### src/rtl/cal_addtree_sched.sv
// cal_addtree_sched
// Schedules multi-pass accumulation through the external 9-input int18 adder
// tree (8 products + bias port, fixed 2-cycle latency, no enable). Each output
// pixel needs cfg_npass passes. Pass 0 feeds the real bias into the tree bias
// port; later passes feed back the pixel's stored partial sum. The last pass
// streams its results out with the pixel index.
//
// Optional feature: define CAL_ADDTREE_SCHED_RELU_EN to clamp negative
// final-pass results to 0 on the output register. Partial sums are never
// clamped and latency is unchanged.
//
// Ports:
//   clk, rst_n           clock, asynchronous active-low reset
//   start                one-cycle job start (ignored while busy)
//   cfg_npix, cfg_npass  pixels per pass / passes per job, sampled on start
//   bias_in              signed bias, used on pass 0 only
//   in_valid, in_ready   beat handshake for the products on the tree inputs
//   tree_bias            combinational drive of the tree bias port
//   tree_dout            tree result, 2 cycles after the beat
//   out_valid/out_data/out_idx  final-pass result and its pixel index
//   busy, done           job active / one-cycle completion pulse
//   dbg_state            current FSM state (IDLE=0, RUN=1, DRAIN=2, FIN=3)
//
// Handshake: a beat transfers in every cycle where in_valid && in_ready are
// both high. in_ready depends only on internal state (never on in_valid), is
// low outside RUN, and drops for a cycle when the previous beat for the same
// pixel is still too deep in the tree to be forwarded. out_valid is a
// one-cycle qualifier with no back-pressure.
module cal_addtree_sched #(
  parameter int PIX_AW = 6,
  parameter int PASS_W = 8
) (
  input  logic              clk,
  input  logic              rst_n,
  input  logic              start,
  input  logic [PIX_AW:0]   cfg_npix,
  input  logic [PASS_W-1:0] cfg_npass,
  input  logic [17:0]       bias_in,
  input  logic              in_valid,
  output logic              in_ready,
  output logic [17:0]       tree_bias,
  input  logic [17:0]       tree_dout,
  output logic              out_valid,
  output logic [17:0]       out_data,
  output logic [PIX_AW-1:0] out_idx,
  output logic              busy,
  output logic              done,
  output logic [1:0]        dbg_state
);

  typedef enum logic [1:0] {IDLE = 2'd0, RUN = 2'd1, DRAIN = 2'd2, FIN = 2'd3} state_t;

  localparam logic [PIX_AW-1:0] IDX_ONE  = {{(PIX_AW-1){1'b0}}, 1'b1};
  localparam logic [PIX_AW:0]   NPIX_ONE = {{PIX_AW{1'b0}}, 1'b1};
  localparam logic [PASS_W-1:0] PASS_ONE = {{(PASS_W-1){1'b0}}, 1'b1};

  state_t              state, state_nx;
  logic [PIX_AW:0]     npix_q;
  logic [PASS_W-1:0]   npass_q;
  logic [PIX_AW-1:0]   pix_cnt;
  logic [PASS_W-1:0]   pass_cnt;

  // Valid pipe tracking beats in flight through the tree.
  logic                s1_v, s1_last, s2_v, s2_last;
  logic [PIX_AW-1:0]   s1_idx, s2_idx;

  logic [17:0]         psum_mem [0:(1<<PIX_AW)-1];

  logic                beat, pix_last, pass_last, hazard, fwd;

  assign beat      = in_valid & in_ready;
  assign pix_last  = ({1'b0, pix_cnt} == (npix_q - NPIX_ONE));
  assign pass_last = (pass_cnt == (npass_q - PASS_ONE));
  // Same pixel's previous beat is only one stage deep: its sum is not yet on
  // tree_dout, so it can be neither read from memory nor forwarded.
  assign hazard    = (pass_cnt != '0) && s1_v && (s1_idx == pix_cnt);
  // Previous beat for this pixel is leaving the tree right now.
  assign fwd       = s2_v && (s2_idx == pix_cnt);

  // State register
  always_ff @(posedge clk or negedge rst_n) begin
    if (!rst_n) state <= IDLE;
    else        state <= state_nx;
  end

  // Next-state logic
  always_comb begin
    state_nx = state;
    case (state)
      IDLE: if (start) state_nx = ((cfg_npix == '0) || (cfg_npass == '0)) ? FIN : RUN;
      RUN:  if (beat && pix_last && pass_last) state_nx = DRAIN;
      // Once the pipe is empty the last out_valid has already been registered.
      DRAIN: if (!s1_v && !s2_v) state_nx = FIN;
      FIN:  state_nx = IDLE;
      default: state_nx = IDLE;
    endcase
  end

  // Output logic
  always_comb begin
    in_ready  = (state == RUN) && !hazard;
    busy      = (state != IDLE);
    done      = (state == FIN);
    dbg_state = state;
    tree_bias = '0;
    if (state == RUN) begin
      if (pass_cnt == '0) tree_bias = bias_in;
      else if (fwd)       tree_bias = tree_dout;
      else                tree_bias = psum_mem[pix_cnt];
    end
  end

  // Counters, valid pipe and output register
  always_ff @(posedge clk or negedge rst_n) begin
    if (!rst_n) begin
      npix_q    <= '0;
      npass_q   <= '0;
      pix_cnt   <= '0;
      pass_cnt  <= '0;
      s1_v      <= 1'b0;
      s1_idx    <= '0;
      s1_last   <= 1'b0;
      s2_v      <= 1'b0;
      s2_idx    <= '0;
      s2_last   <= 1'b0;
      out_valid <= 1'b0;
      out_data  <= '0;
      out_idx   <= '0;
    end else begin
      if (state == IDLE && start) begin
        npix_q   <= cfg_npix;
        npass_q  <= cfg_npass;
        pix_cnt  <= '0;
        pass_cnt <= '0;
      end else if (beat) begin
        if (pix_last) begin
          pix_cnt  <= '0;
          pass_cnt <= pass_cnt + PASS_ONE;
        end else begin
          pix_cnt  <= pix_cnt + IDX_ONE;
        end
      end
      s1_v      <= beat;
      s1_idx    <= pix_cnt;
      s1_last   <= pass_last;
      s2_v      <= s1_v;
      s2_idx    <= s1_idx;
      s2_last   <= s1_last;
      out_valid <= s2_v & s2_last;
      if (s2_v && s2_last) begin
        out_idx <= s2_idx;
`ifdef CAL_ADDTREE_SCHED_RELU_EN
        out_data <= tree_dout[17] ? '0 : tree_dout;
`else
        out_data <= tree_dout;
`endif
      end
    end
  end

  // Partial-sum buffer: contents are don't-care after reset.
  always_ff @(posedge clk) begin
    if (s2_v && !s2_last) psum_mem[s2_idx] <= tree_dout;
  end

endmodule

### config.mk
export PLATFORM = sky130hd
export DESIGN_NAME = cal_addtree_sched
export DESIGN_NICKNAME = d
export VERILOG_FILES = /design/src/rtl/cal_addtree_sched.sv
export SDC_FILE = /design/constraint.sdc
export NUM_CORES = 1
export LEC_CHECK = 0
export CORE_MARGIN = 1.5
export CORE_UTILIZATION = 50
export CTS_CLUSTER_DIAMETER = 120
export CTS_CLUSTER_SIZE = 25
export DETAILED_ROUTE_END_ITERATION = 10
export GPL_ROUTABILITY_DRIVEN = 0
export PLACE_DENSITY = 0.63
export SLEW_MARGIN = 20
export SYNTH_ARGS = -nofsm -noshare
export SYNTH_HDL_FRONTEND = slang
export SYNTH_SLANG_ARGS = --single-unit
### constraint.sdc
create_clock -name clk -period 3.9 [get_ports clk]
set_input_delay 0.78 -clock clk [delete_from_list [all_inputs] [get_ports clk]]
set_output_delay 0.78 -clock clk [all_outputs]
set_load 0.05 [all_outputs]
# Word level (Yosys, flattened, before mapping)
# Memories as Yosys holds them, arrays and structs flattened.
# Cells that the tools add are included.
[totals]
reg_bits = 72
in_bits = 55
word_cells = 72
mem_bits_rw = 1152
out_inout_bits = 48
latchBits = 0
mem_count = 1
romBits = 0
[memory_table]
columns = ["name", "words", "word_bits", "rd", "rd_clocked_by_memory_dff", "write_ports", "line_no", "rtl"]
rows = [
  ["psum_mem", 64, 18, 1, 0, 1, "67", "logic [17:0] psum_mem [0:(1<<PIX_AW)-1];"],
]
[classes]
div_mod_pow = 0
n_eq_ne = 10
reduce_logical = 25
bitwise = 2
multipliers = 0
shift = 0
mux = 16
addsub = 4
n_lt_le_gt_ge = 0
[op_table]
columns = ["cell", "count"]
rows = [
  ["$mux 18", 3],
  ["$mux 8", 3],
  ["$mux 6", 3],
  ["$logic_not 8->1", 2],
  ["$eq 6x6->1", 2],
  ["$logic_and 1x1->1", 10],
  ["$add 8x1->8 const B", 1],
  ["$eq 8x8->1", 1],
  ["$mux 2", 4],
  ["$pmux 2 s4", 1],
  ["$reduce_bool 8->1", 1],
  ["$sub 8x1->8 const B", 1],
  ["$eq 6x7->1", 1],
  ["$logic_not 7->1", 1],
  ["$sub 7x1->7 const B", 1],
  ["$add 6x1->6 const B", 1],
  ["$ne 2x2->1 const B", 3],
  ["$reduce_bool 2->1", 3],
  ["$eq 2x2->1 const B", 2],
  ["$logic_not 1->1", 4],
  ["$reduce_and 3->1", 1],
  ["$and 1x1->1", 2],
  ["$eq 2x1->1 const B", 1],
  ["$logic_not 2->1", 1],
  ["other kinds (3)", 4],
]

# Longest topological paths before layout
[depth]
word_depth = 10
depth_mapped = 11
depth_no_buf = 9

# Least setup slack after synthesis
# Ideal clock, no wire load.
[synth_timing]
path_type = "register to output"
startpoint = "reg pix_cnt[3]"
endpoint = "out tree_bias[11]"
setup_slack_ns = 0.538
required_time_ns = 3.120
arrival_ns = 2.582
n_path_buf = 4
stages_incl_launch_ff = 10
cell_sequence = "dfrtp_1 buf_2 buf_2 and2_0 clkbuf_1 clkbuf_1 a21oi_1 o211ai_1 o211ai_1 a21oi_1"
[synth_via]
elab_chain_cells = 5
word_cells_on_any_way = 6
cone_classes = "1 x eq/ne; 3 x mux; 1 x reduce/logical; 1 x memory"
[synth_rtl]
columns = ["item", "line_no", "rtl"]
rows = [
  ["start: declaration", "60", "logic [PIX_AW-1:0] pix_cnt;"],
  ["start signal: assignment", "140", "pix_cnt <= pix_cnt + IDX_ONE;"],
  ["branches (longest 2 deep; another with $mem_v2 64x18)", "n/a", ""],
  ["$mux 18 (*)", "108", "else if (fwd) tree_bias = tree_dout;"],
  ["$mux 18 (*)", "107", "if (pass_cnt == '0) tree_bias = bias_in;"],
  ["$mux 18 (*)", "106", "if (state == RUN) begin"],
  ["end: declaration", "41", "output logic [17:0] tree_bias,"],
]
# Mark *: on every way between the ends.

# Worst setup path in the final report
[layout_timing]
startpoint = "reg pix_cnt[0]"
endpoint = "out tree_bias[4]"
# Same word-level chain as after synthesis.

==> results.toml <==
[yosys]
ys_seq_elements = 1224
syn_nets = 2418
async_flop_share = 0.0588
yosysTopAreaCellShare = 0.720
yosys_warnings = 0
synth_area_leaders = "edfxtp_1, mux4_2, dfrtp_1, mux2i_1, nor2_1"
ys_seq_area_frac = 0.757
synthFlopType = "edfxtp_1"
synth_enable_flop_cells = 1152
synthTopCellsByCount = "edfxtp_1, mux4_2, mux2i_1, nor2_1, nand2_1"
yosysMostFrequentCell = "edfxtp_1"
avgSynthCellArea_sq_um = 20.4
post-synth-top-area-cell = "edfxtp_1"
synth.distinct_cells = 56
synth_area_sq_um = 48100
netlist_instances = 2353

[sta]
fin_ws_ps = -484
period_minus_slack_ps = 4380
tightest_slew_ps = 1000
setup_violations = 18
rsz0062_at_grt = "true"
max-slew-margin-rel = 0.333
fin_crit_sh = 1.12
hold_viol = 0
tns_ps = -6940
slew_viol_final = 0
fmax_mhz = 228
fin_skew_ps = 41.7

[critical_path]
crit_path_start_kind = "flip-flop"
critPathArrivalTime_ps = 3600
cp_num_cells = 12
cp_max_fo = 8
critPathRequiredTime_ps = 3120
reg2reg_slack_ps = 690
end_kind = "output port"
critPathSlowestCell = "dfrtp_4"
crit_type = "flip-flop to output port"
reg2reg_depth = 9
critical_path_buf_inv_count = 7
critPathTopFamily = "buffers and inverters"
critPathMostFrequentCell = "buf_12"
slowest_delay_ps = 530
critical_path.cell_chain = "buf_12, buf_6, buf_16, buf_12, buf_12, mux4_2, mux2i_1, buf_4, o211ai_1, o211ai_1, a21oi_2, buf_6"

[floorplan]
io_pins = 103
dieArea_sq_um = 98000
placement_rows = 113
chipHeight_um = 313
initial_core_util = 0.505
core_sq_um = 95200
die-width_um = 313

[cells_and_area]
antenna_cells = 0
drive_gt1_frac = 0.293
nets = 2694
final_cell_area_sq_um = 54600
stdcell_count = 3917
synthToLayoutAreaGrowth_pct = 13.5

[placement]
placed_cells = 3783
place_area_sq_um = 51800
place_ws_ps = -193
hpwl_um = 77100
io_buffers = 102

[clocking]
h-tree-depth = 2
cts.clk_slew.worst_paths_ps = 100
clock-sinks = 1224
cts_tree = "built"
clockBufferDepth = 3
numCtsBuffers = 54
clock_latency_ps = 680
clockRootBuffer = "clkbuf_16"

[run_status]
violations = "negative setup slack"
outcome = "finished with violations"

[power_and_ir_drop]
power.leakage_nw = 17.0
power_density_nw_per_um2 = 598
ir_drop_uv = 536

[routing]
drtAntennaViolNets = 0
drt-initial-drc-count = 3204
avgRoutedWirePerCell_um = 32.2
route.met3.wl_um = 10100
drc = 0
firstDrtPassIters = 5
viasPerCell = 6.34
met2_length_um = 59200
vias = 24800
drt-total-wl_um = 126000
wl_met1_um = 53800
highest_layer = "met4"

[global_routing]
grt_pass1_wl_um = 178000
antenna_found_initial = 4
overflow = 0
grt_pass1_vias = 24300
grt_max_degree = 73
gr-usage-all-layers = 0.255

[run]
maxCapViolCount = 0

[worst_hold_path]
hold_path_class = "primary input to async pin"
==> worst register-to-register path, stage by stage, from the launching register on <==
cell and delay, ps:
dfrtp_4 500, buf_16 290, buf_4 390, xnor2_1 160, xnor2_1 140, nor3_1 220
o311a_1 600, nand4_1 270, or4_1 510, nand2_1 80
==> sequential cells by signal, summed over array words and instances, names as in the netlist, 6 cells and up <==
signal	cells
npass_q	8
npix_q	7
out_data	18
out_idx	6
pass_cnt	8
pix_cnt	6
psum_mem	1152
s1_idx	6
s2_idx	6
==> metal layers <==
| layer | GRT usage | vias up |
|---|---|---|
| met2 | 0.399 | 1126 |
| met4 | 0.0608 | 0 |
| met1 | 0.387 | 13400 |
| li1 | - | 10200 |
| met3 | 0.0340 | 138 |
| met5 | 0 | - |
==> what timing repair did <==
action	4_1_cts	5_1_grt
buffers inserted	7	40
resized for setup	89	78
cloned	6	4
endpoints found under the setup margin	19	19
pin swaps	10	31
hold buffers	0	0
==> power breakdown <==
group / switching, W / total [W] / internal (W)
clock network: 0.00386 / 0.00644 / 0.00258
logic: 0.00622 / 0.0113 / 0.00504
registers: 0.000271 / 0.0149 / 0.0147
total: 0.0103 / 0.0326 / 0.0223
==> worst paths after layout <==
kind                                 start      endpoint
worst max-delay path            pix_cnt[0]  tree_bias[4]
worst min-delay path                 rst_n  out_data[10]
worst max register to register  pix_cnt[3]   pass_cnt[7]
worst min register to register     s1_last       s2_last
max in group asynchronous            rst_n    pix_cnt[0]
min in group clk                   s1_last       s2_last
==> stage by stage <==
step | total power [W] | util | hold slack [ps]
6_report | 0.0326 | 0.574 | 246
5_1_grt | 0.0337 | 0.574 | 302
4_1_cts | 0.0320 | 0.566 | 266
3_5_place_dp | 0.0251 | 0.544 | 360
3_3_place_gp | 0.0250 | 0.544 | 343
2_1_floorplan | 0.0213 | - | 331
==> layout make-up <==
cell class | instances | area, sq um
Inverter | 15 | 56.3
Sequential cell | 1224 | 36400
Multi-Input combinational cell | 978 | 11500
Clock inverter | 1 | 16.3
Timing Repair Buffer | 356 | 3610
Tap cell | 1265 | 1580
Clock buffer | 78 | 1440
Fill cell | 6982 | 40600
==> cells by family (layout without fill, tap and decap cells) <==
family | after synthesis | after routing | share of synthesized area
XOR/XNOR | 33 | 33 | 0.00601
AND/OR/NAND/NOR | 265 | 265 | 0.0255
multiplexers | 427 | 427 | 0.159
AO/OA/AOI/OAI | 242 | 242 | 0.0333
flip-flops | 1224 | 1224 | 0.757
adder cells (fa/ha/maj) | 11 | 11 | 0.00281
buffers and inverters | 151 | 450 | 0.0158
==> layout by cell type (no fill, tap or decap), types with 22 or more instances in the layout <==
master           count
nor2_1              55
o22ai_1             38
nand2_1             69
clkbuf_1            24
buf_12              24
dfrtp_1             67
mux2_2              34
mux4_2             267
o211ai_1            23
nor2_2              50
a211oi_1            23
xnor2_1             22
buf_4              195
clkdlybuf4s50_1     64
buf_6               33
a21oi_1             27
edfxtp_1          1152
o21ai_0             24
clkbuf_16           58
mux2i_1            120
(Power assumes the default switching activity.)
